===== src/rtl/mul_seq_ctrl.sv =====
// ============================================================================
// mul_seq_ctrl - sequencing controller for a fixed-latency RV64M multiplier
// Revision: 1.0
// ============================================================================
`default_nettype none

module mul_seq_ctrl #(
  parameter int DATA_WIDTH  = 64,
  parameter int MUL_LATENCY = 3
) (
  input  logic                      Clk,
  input  logic                      Rst,
  input  logic                      Flush,
  input  logic                      ReqValid,
  output logic                      ReqReady,
  input  logic [2:0]                ReqOp,
  input  logic [DATA_WIDTH-1:0]     ReqRs1,
  input  logic [DATA_WIDTH-1:0]     ReqRs2,
  input  logic [4:0]                ReqRd,
  output logic                      MulStart,
  output logic [DATA_WIDTH:0]       MulOpA,
  output logic [DATA_WIDTH:0]       MulOpB,
  input  logic [2*DATA_WIDTH-1:0]   MulProduct,
  output logic                      HoldToEx,
  output logic                      RespValid,
  input  logic                      RespReady,
  output logic [DATA_WIDTH-1:0]     RespData,
  output logic [4:0]                RespRd
);

  localparam int CNT_W = $clog2(MUL_LATENCY + 1);
  localparam logic [CNT_W-1:0] c_lastCount = CNT_W'(MUL_LATENCY);

  localparam logic [2:0] c_opMul    = 3'b000;
  localparam logic [2:0] c_opMulh   = 3'b001;
  localparam logic [2:0] c_opMulhsu = 3'b010;
  localparam logic [2:0] c_opMulhu  = 3'b011;
  localparam logic [2:0] c_opMulw   = 3'b100;

  typedef enum logic [1:0] {
    IDLE = 2'd0,
    CALC = 2'd1,
    DONE = 2'd2
  } state_t;

  state_t                 r_state;
  logic [CNT_W-1:0]       r_count;
  logic [2:0]             r_op;
  logic [4:0]             r_rd;
  logic [DATA_WIDTH:0]    w_extA;
  logic [DATA_WIDTH:0]    w_extB;
  logic [DATA_WIDTH-1:0]  w_result;
  logic                   w_accept;

  assign ReqReady = (r_state == IDLE) && !Flush;
  assign HoldToEx = (r_state == CALC) || ((r_state == DONE) && !RespReady);
  assign w_accept = ReqValid && ReqReady;

  // Operands are widened to 65 bits so one signed multiplier serves every op.
  always_comb begin
    w_extA = {1'b0, ReqRs1};
    w_extB = {1'b0, ReqRs2};
    case (ReqOp)
      c_opMul, c_opMulh: begin
        w_extA = {ReqRs1[DATA_WIDTH-1], ReqRs1};
        w_extB = {ReqRs2[DATA_WIDTH-1], ReqRs2};
      end
      c_opMulhsu: begin
        w_extA = {ReqRs1[DATA_WIDTH-1], ReqRs1};
      end
      c_opMulw: begin
        w_extA = {{(DATA_WIDTH-31){ReqRs1[31]}}, ReqRs1[31:0]};
        w_extB = {{(DATA_WIDTH-31){ReqRs2[31]}}, ReqRs2[31:0]};
      end
      default: begin
        w_extA = {1'b0, ReqRs1};
        w_extB = {1'b0, ReqRs2};
      end
    endcase
  end

  always_comb begin
    w_result = '0;
    case (r_op)
      c_opMul:                          w_result = MulProduct[DATA_WIDTH-1:0];
      c_opMulh, c_opMulhsu, c_opMulhu:  w_result = MulProduct[2*DATA_WIDTH-1:DATA_WIDTH];
      c_opMulw:                         w_result = {{(DATA_WIDTH-32){MulProduct[31]}}, MulProduct[31:0]};
      default:                          w_result = '0;
    endcase
  end

  always_ff @(posedge Clk) begin
    if (!Rst) begin
      r_state   <= IDLE;
      r_count   <= '0;
      r_op      <= '0;
      r_rd      <= '0;
      MulStart  <= 1'b0;
      MulOpA    <= '0;
      MulOpB    <= '0;
      RespValid <= 1'b0;
      RespData  <= '0;
      RespRd    <= '0;
    end else if (Flush) begin
      r_state   <= IDLE;
      MulStart  <= 1'b0;
      RespValid <= 1'b0;
    end else begin
      MulStart <= 1'b0;
      case (r_state)
        IDLE: begin
          if (w_accept) begin
            r_state  <= CALC;
            r_count  <= '0;
            r_op     <= ReqOp;
            r_rd     <= ReqRd;
            MulOpA   <= w_extA;
            MulOpB   <= w_extB;
            MulStart <= 1'b1;
          end
        end
        CALC: begin
          // Datapath latency is fixed, so the count alone marks a valid product.
          if (r_count == c_lastCount) begin
            r_state   <= DONE;
            RespValid <= 1'b1;
            RespData  <= w_result;
            RespRd    <= r_rd;
          end else begin
            r_count <= r_count + 1'b1;
          end
        end
        DONE: begin
          if (RespReady) begin
            r_state   <= IDLE;
            RespValid <= 1'b0;
          end
        end
        default: r_state <= IDLE;
      endcase
    end
  end

endmodule

`default_nettype wire

===== config.mk =====
export PLATFORM = sky130hd
export DESIGN_NAME = mul_seq_ctrl
export DESIGN_NICKNAME = d
export VERILOG_FILES = /design/src/rtl/mul_seq_ctrl.sv
export SDC_FILE = /design/constraint.sdc
export NUM_CORES = 1
export LEC_CHECK = 0
export CAP_MARGIN = 10
export CORE_AREA = 3 3 184 186
export DETAILED_ROUTE_END_ITERATION = 8
export DIE_AREA = 0 0 187 189
export GPL_TIMING_DRIVEN = 0
export SLEW_MARGIN = 20
export SYNTH_ARGS = -nofsm -noshare
export SYNTH_HDL_FRONTEND = slang
export SYNTH_SLANG_ARGS = --single-unit

===== constraint.sdc =====
create_clock -name Clk -period 1.52 [get_ports Clk]
set_input_delay 0.304 -clock Clk [delete_from_list [all_inputs] [get_ports Clk]]
set_output_delay 0.304 -clock Clk [all_outputs]
set_load 0.05 [all_outputs]

==> results of run 1 <==
## metal layers
metal  track usage, %  vias to the layer above  part of all wire, %
met5                0                        -                0.031
met2            37.21                      405                   48
met3            6.406                       93                  7.1
met4            7.648                        2                  3.5
li1                 -                     4786                    -
met1            26.53                     4811                   41
## layout by cell type (no fill, tap or decap), types with 8 or more instances in the layout
| cell type | n |
|---|---|
| a21boi_0 | 9 |
| a21boi_1 | 38 |
| a21boi_2 | 31 |
| a21oi_1 | 8 |
| a21oi_2 | 90 |
| a221oi_2 | 18 |
| a221oi_4 | 11 |
| a31oi_1 | 30 |
| buf_12 | 20 |
| buf_2 | 142 |
| buf_4 | 32 |
| buf_6 | 37 |
| buf_8 | 29 |
| clkbuf_1 | 46 |
| clkbuf_16 | 36 |
| clkbuf_2 | 12 |
| clkbuf_4 | 41 |
| clkbuf_8 | 15 |
| clkdlybuf4s50_1 | 265 |
| dfxtp_1 | 209 |
| nand2_1 | 84 |
| nand2_2 | 40 |
| nand2_4 | 32 |
| nor2_1 | 35 |
| nor4b_1 | 32 |
| o21ai_0 | 136 |
| o21ai_1 | 20 |
| o21ai_2 | 38 |
## report_power, final
part	internal [mW]	total, mW	switching (mW)	leakage, nW
Sequential	5.79	5.93	0.136	1.74
Combinational	1.42	3.30	1.88	4.43
Clock	4.26	6.86	2.60	0.467
Total	11.5	16.1	4.62	6.63
## worst max-delay path by stage
stage                               to  depth (start not counted)
after floorplan               HoldToEx                          3
after global placement    RespData[36]                          5
after detailed placement  RespData[54]                          5
after CTS                     HoldToEx                          4
after global routing          HoldToEx                          4
final                         HoldToEx                          4
## registers in the layout (all words and copies together), names as in the netlist
signal / flops
MulOpA: 65
MulOpB: 65
MulStart: 1
RespData: 64
RespRd: 5
RespValid: 1
r_count: 2
r_op: 3
r_rd: 5
r_state: 2
## cell usage after synthesis (all sizes together)
master / n
dfxtp: 213
o21ai: 196
nand2: 156
a21oi: 100
clkbuf: 79
a21boi: 78
nor2: 36
a31oi: 35
nor4b: 33
a221oi: 32
buf: 29
inv: 5
nand2b: 3
and2: 2
nand4: 2
nor3: 2
a211o: 1
a211oi: 1
a32o: 1
and4bb: 1
ha: 1
nand3: 1
nand3b: 1
nand4bb: 1
nor2b: 1
nor3b: 1
o21ba: 1
o22ai: 1
or2: 1
or3: 1
or4b: 1
## cell families (layout without fill, tap and decap cells)
| kind of cell | after synthesis | after routing | synth area share [%] |
|---|---|---|---|
| DFF | 213 | 213 | 49.59 |
| adders and majority gates | 1 | 1 | 0.1455 |
| and+or+nand+nor | 243 | 243 | 13.39 |
| buffers and inverters | 113 | 695 | 6.198 |
| AOI/OAI and AO/OA | 446 | 446 | 30.69 |
## stage by stage
stage               util, %  cells
finish                51.78   2040
global route          51.78   2040
CTS                   49.01   2038
detailed placement    42.69   1927
global placement      42.69   1927
floorplan                 -   1016
## layout make-up
cell class              count  area (sq um)
plain buffers              99         882.1
flip-flops and latches    213          4274
well taps                 442         553.0
clock inverters            11         175.2
clock buffers              37         782.0
fillers                  3028         15650
inverters                   5         21.27
repair buffers            543          4935
multi-input cells         690          5182
## worst register-to-register path: cells and delay by family, from the launching register on
kind	cells	cell delay, ns
AOI/OAI and AO/OA	2	0.28
buffers and inverters	4	0.53
DFF	1	0.35
and+or+nand+nor	1	0.61
## timing repair
action                                   CTS  global route
cloned                                    22             5
gates resized for setup                 1469           317
buffers inserted                          46            18
endpoints found under the setup margin   410           234
pin swaps                                126            60
hold endpoints to repair                   0             0
==> key figures, run 1 <==
Outcome
  – Status: finished with violations
  – Failing checks: negative setup slack

STA
  – Slew @ Worst Pin: 0.7307 ns
  – Tcrit/Tclk final: 129.4%
  – Setup tns final: -50.17 ns
  – Final WS setup: -0.4472 ns
  – Worst Hold Slack: 0.1829 ns
  – Slew Viols, Final: 0
  – # setup viols final: 209
  – Final hold viol count: 0
  – Final min period: 1.967 ns
  – RSZ-0062 raised after global routing: yes
  – Slew HR: 51.29%
  – Clock Skew: 0.01602 ns
  – Fmax: 0.5083 GHz

Drt
  – Initial DRC count: 390
  – 1st-pass router iterations: 4
  – Via/cell ratio: 4.950
  – Routed WL: 41840 um
  – Remaining DRCs: 0
  – Via Count: 10100
  – WL per Instance: 20.51 um
  – Final ANT Viol Nets: 0

Setup path
  – Top delay family on crit path: simple AND/OR/NAND/NOR gates
  – Crit-path cells: clkbuf_8 > or3_4 > o21ai_4 > buf_8
  – Worst path bufs/invs: 2
  – Critical path required time: 1.22 ns
  – Slowest cell on the critical path: or3_4
  – Worst EP arrival: 1.66 ns
  – Worst R2R Setup Slack: -0.37 ns
  – WS Path Type: reg -> out
  – CP startpoint: r_state[0]
  – CP Launch Type: register
  – Worst r2r dst: MulOpB[58]
  – Max stage delay on crit path: 0.38 ns
  – CP Max Fanout: 3
  – R2r worst-path depth: 7
  – Nature of the critical path endpoint: primary output
  – Critical R2R Launch: r_state[0]

Min path
  – Hold Crit Class: in -> reg
  – Hold Crit Depth: 3
  – Min-delay src: Rst
  – WHS Endpoint: r_state[1]

Power
  – Worst IR drop on VDD: 0.6873 mV
  – Pwr/cell area: 957.5 nW/um^2
  – Pleak: 6.634 nW
  – Pwr Total: 16.09 mW

Die
  – Height of the die: 189 um
  – Row cnt: 66
  – Die Area: 35340 sq um
  – Io pins: 472
  – Core ar.: 32450 sq um
  – Die W: 187 um
  – Starting Density: 26.50%

Layout
  – Final instance area: 16800 sq um
  – Diode count: 0
  – Layout cells sized above 1: 41.49%
  – Layout Area Growth over Synthesis: 95.42%
  – NumNets Final: 1848

Clock tree
  – TritonCTS clock tree: yes
  – CTS root buf: clkbuf_16
  – CTS Sinks: 213
  – Hold_buf cts: 0
  – CTS clock-pin slew for the worst setup and hold paths: 0.06 ns
  – Clock buffer depth: 3
  – Worst skew pair latency: 0.54 ns
  – Inserted Clock Buffers: 26
  – H-tree depth: 1

Synthesis
  – Unique masters post-synth: 36
  – Yosys reg bits: 213
  – Mean Syn Cell Area: 8.464 sq um
  – Synth top area share: 49.59%
  – Synth Warn #: 0
  – Largest area contributor in the netlist: dfxtp_1
  – Synthesized instance count: 1016
  – Syn_nets: 1286
  – Mapped Area: 8599 sq um
  – Synth area leaders: dfxtp_1, o21ai_0, a21boi_0
  – Sequential fraction of the synthesis area: 49.59%

Placement
  – Port bufs: 469
  – Setup WS pre-CTS: -1.125 ns
  – DP Area: 13860 sq um
  – Routability Congestion: 0.8682
  – Post-DP HPWL: 28860 um

Global route
  – First-pass GRT wire length: 61440 um
  – Largest net degree at the start of global routing: 14
  – Vias in the first global route: 10320
  – Overflow after GRT: 0
  – Initial antenna violation count: 1
  – Overall global routing resource usage: 21.90%

Run
  – Max Cap Viol: 0
(Power assumes the default switching activity.)
==> run 2: changes to the inputs <==
CORE_AREA = 2 2 183 185   (was 3 3 184 186)
DIE_AREA = 0 0 185 187   (was 0 0 187 189)
SKIP_CTS_REPAIR_TIMING = 1   (was not set)
TNS_END_PERCENT = 5   (was not set)
==> key figures, run 2 (synthesized netlist as in run 1, its figures left out) <==
Layout
  – Fillers: 3470 (was 3028)
  – Final instance area: 14250 sq um (was 16800 sq um)
  – Most frequent cells in the layout: clkdlybuf4s50_1, dfxtp_1, clkbuf_2 (was clkdlybuf4s50_1, dfxtp_1, buf_2)
  – NumNets Final: 1794 (was 1848)
  – Largest regs: MulOpA (65), MulOpB (65), RespData (64) (unchanged)
  – Commonest non-fill, non-tap cell in the layout: clkdlybuf4s50_1 (unchanged)
  – Sequential cell area: 4275 sq um (was 4274 sq um)
  – Layout cells sized above 1: 23.96% (was 41.49%)
  – Layout Area Growth over Synthesis: 65.66% (was 95.42%)
  – Multi-input logic area: 4041 sq um (was 5182 sq um)

STA
  – RSZ-0062 raised after global routing: yes (unchanged)
  – Slew Viols, Final: 0 (unchanged)
  – Setup tns final: -24.09 ns (was -50.17 ns)
  – Slew HR: 55.60% (was 51.29%)
  – Tcrit/Tclk final: 129.8% (was 129.4%)
  – Final min period: 1.973 ns (was 1.967 ns)
  – Final WS setup: -0.4534 ns (was -0.4472 ns)
  – # setup viols final: 151 (was 209)
  – Clock Skew: 0.01829 ns (was 0.01602 ns)
  – Final hold viol count: 0 (unchanged)
  – Slew @ Worst Pin: 0.6659 ns (was 0.7307 ns)
  – Fmax: 0.5067 GHz (was 0.5083 GHz)

Placement
  – Post-DP HPWL: 28180 um (was 28860 um)
  – Setup WS pre-CTS: -1.135 ns (was -1.125 ns)
  – Port bufs: 469 (unchanged)
  – DP Area: 13860 sq um (about the same)
  – Routability Congestion: 0.8618 (was 0.8682)

Drt
  – Final ANT Viol Nets: 0 (unchanged)
  – Via/cell ratio: 4.821 (was 4.950)
  – Via Count: 9588 (was 10100)
  – Initial DRC count: 460 (was 390)
  – Remaining DRCs: 0 (unchanged)
  – 1st-pass router iterations: 5 (was 4)
  – Routed WL: 37610 um (was 41840 um)
  – WL per Instance: 18.91 um (was 20.51 um)

Power
  – Clock network power share: 40.7% (was 42.7%)
  – Pleak: 5.749 nW (was 6.634 nW)
  – Flop pwr share: 40.5% (was 36.9%)
  – Pwr Total: 14.57 mW (was 16.09 mW)
  – Int Pwr: 10.42 mW (was 11.47 mW)
  – Switching share of total power: 28.46% (was 28.71%)
  – Combinational share of power: 18.7% (was 20.5%)
  – Pwr/cell area: 1023 nW/um^2 (was 957.5 nW/um^2)
  – Sw Pwr: 4.147 mW (was 4.619 mW)
  – Worst IR drop on VDD: 0.8144 mV (was 0.6873 mV)

Global route
  – Initial antenna violation count: 1 (unchanged)
  – Overflow after GRT: 0 (unchanged)
  – Overall global routing resource usage: 20.38% (was 21.90%)
  – First-pass GRT wire length: 55290 um (was 61440 um)
  – Largest net degree at the start of global routing: 13 (was 14)
  – Vias in the first global route: 9471 (was 10320)

Die
  – Io pins: 472 (unchanged)
  – Starting Density: 26.17% (was 26.50%)
  – Row cnt: 67 (was 66)
  – Height of the die: 187 um (was 189 um)
  – Die W: 185 um (was 187 um)
  – Die Area: 34600 sq um (was 35340 sq um)
  – Core ar.: 32860 sq um (was 32450 sq um)

Setup path
  – WS Path Type: reg -> out (unchanged)
  – R2r worst-path depth: 5 (was 7)
  – Worst EP arrival: 1.67 ns (was 1.66 ns)
  – Slowest cell on the critical path: or3_4 (unchanged)
  – Critical path required time: 1.22 ns (about the same)
  – Crit-path cells: buf_6 > or3_4 > o21ai_2 > buf_6 (was clkbuf_8 > or3_4 > o21ai_4 > buf_8)
  – CP Launch Type: register (unchanged)
  – Crit path depth: 4 (unchanged)
  – Worst path bufs/invs: 2 (unchanged)
  – CP Max Fanout: 6 (was 3)
  – Most Frequent Cell on Critical Path: buf_6
  – Top delay family on crit path: simple AND/OR/NAND/NOR gates (unchanged)
  – Nature of the critical path endpoint: primary output (unchanged)
  – Max stage delay on crit path: 0.39 ns (was 0.38 ns)

Clock tree
  – Inserted Clock Buffers: 25 (was 26)
  – TritonCTS clock tree: yes (unchanged)
  – CTS clock-pin slew for the worst setup and hold paths: 0.07 ns (was 0.06 ns)
  – Worst skew pair latency: 0.53 ns (was 0.54 ns)
  – Clock buffer depth: 3 (unchanged)
  – CTS root buf: clkbuf_16 (unchanged)
  – CTS Sinks: 213 (unchanged)
  – H-tree depth: 1 (unchanged)

Min path
  – Hold Crit Class: in -> reg (unchanged)
  – Hold Crit Depth: 3 (unchanged)

Outcome
  – Status: finished with violations (unchanged)
  – Failing checks: negative setup slack (unchanged)

Run
  – Max Cap Viol: 0 (unchanged)
run 2: tightest hold or removal path, stage by stage:
cell and delay (ns):
clkbuf_1 0.17, nand2b_1 0.15, a21oi_1 0.05
run 2: power by group through the flow:
stage | logic (mW) | registers, mW | clock network [mW]
2_1_floorplan | 0.721 | 6.70 | 0
3_3_place_gp | 2.81 | 6.02 | 0
3_5_place_dp | 2.82 | 6.02 | 0
4_1_cts | 2.83 | 5.90 | 6.10
5_1_grt | 2.90 | 5.93 | 6.35
6_report | 2.73 | 5.91 | 5.93
run 2: path summary, 6_finish.rpt:
| path | slack [ns] | start | to |
|---|---|---|---|
| setup / recovery | -0.45 | r_state[0] | HoldToEx |
| hold / removal | 0.19 | Rst | r_state[1] |
| setup reg to reg | -0.26 | r_state[0] | MulOpB[58] |
| hold reg to reg | 0.46 | MulOpA[25] | MulOpA[25] |
run 2: through the flow:
step / util (%) / hold WS (ns) / instances
after floorplan: - / 0.4412 / 1016
after global placement: 42.19 / 0.4497 / 1933
after detailed placement: 42.19 / 0.4560 / 1933
after CTS: 44.63 / 0.1773 / 1976
after global routing: 43.34 / 0.2142 / 1988
final: 43.35 / 0.1930 / 1989
run 2: cell type report:
cell class	instances	area share, %
well taps	448	3.935
inverters	5	0.1493
multi-input cells	690	28.37
clock inverters	7	0.4655
flip-flops and latches	213	30.01
clock buffers	36	5.173
diodes	1	0.01757
repair buffers	484	26.95
plain buffers	105	4.936
run 2: metal layers:
layer	global-route usage (%)	vias to the layer above	part of all wire (%)
met3	6.075	54	8.3
met4	5.342	0	2.4
met5	0	-	0
met1	24.93	4526	42
met2	34.72	368	47
li1	-	4640	-
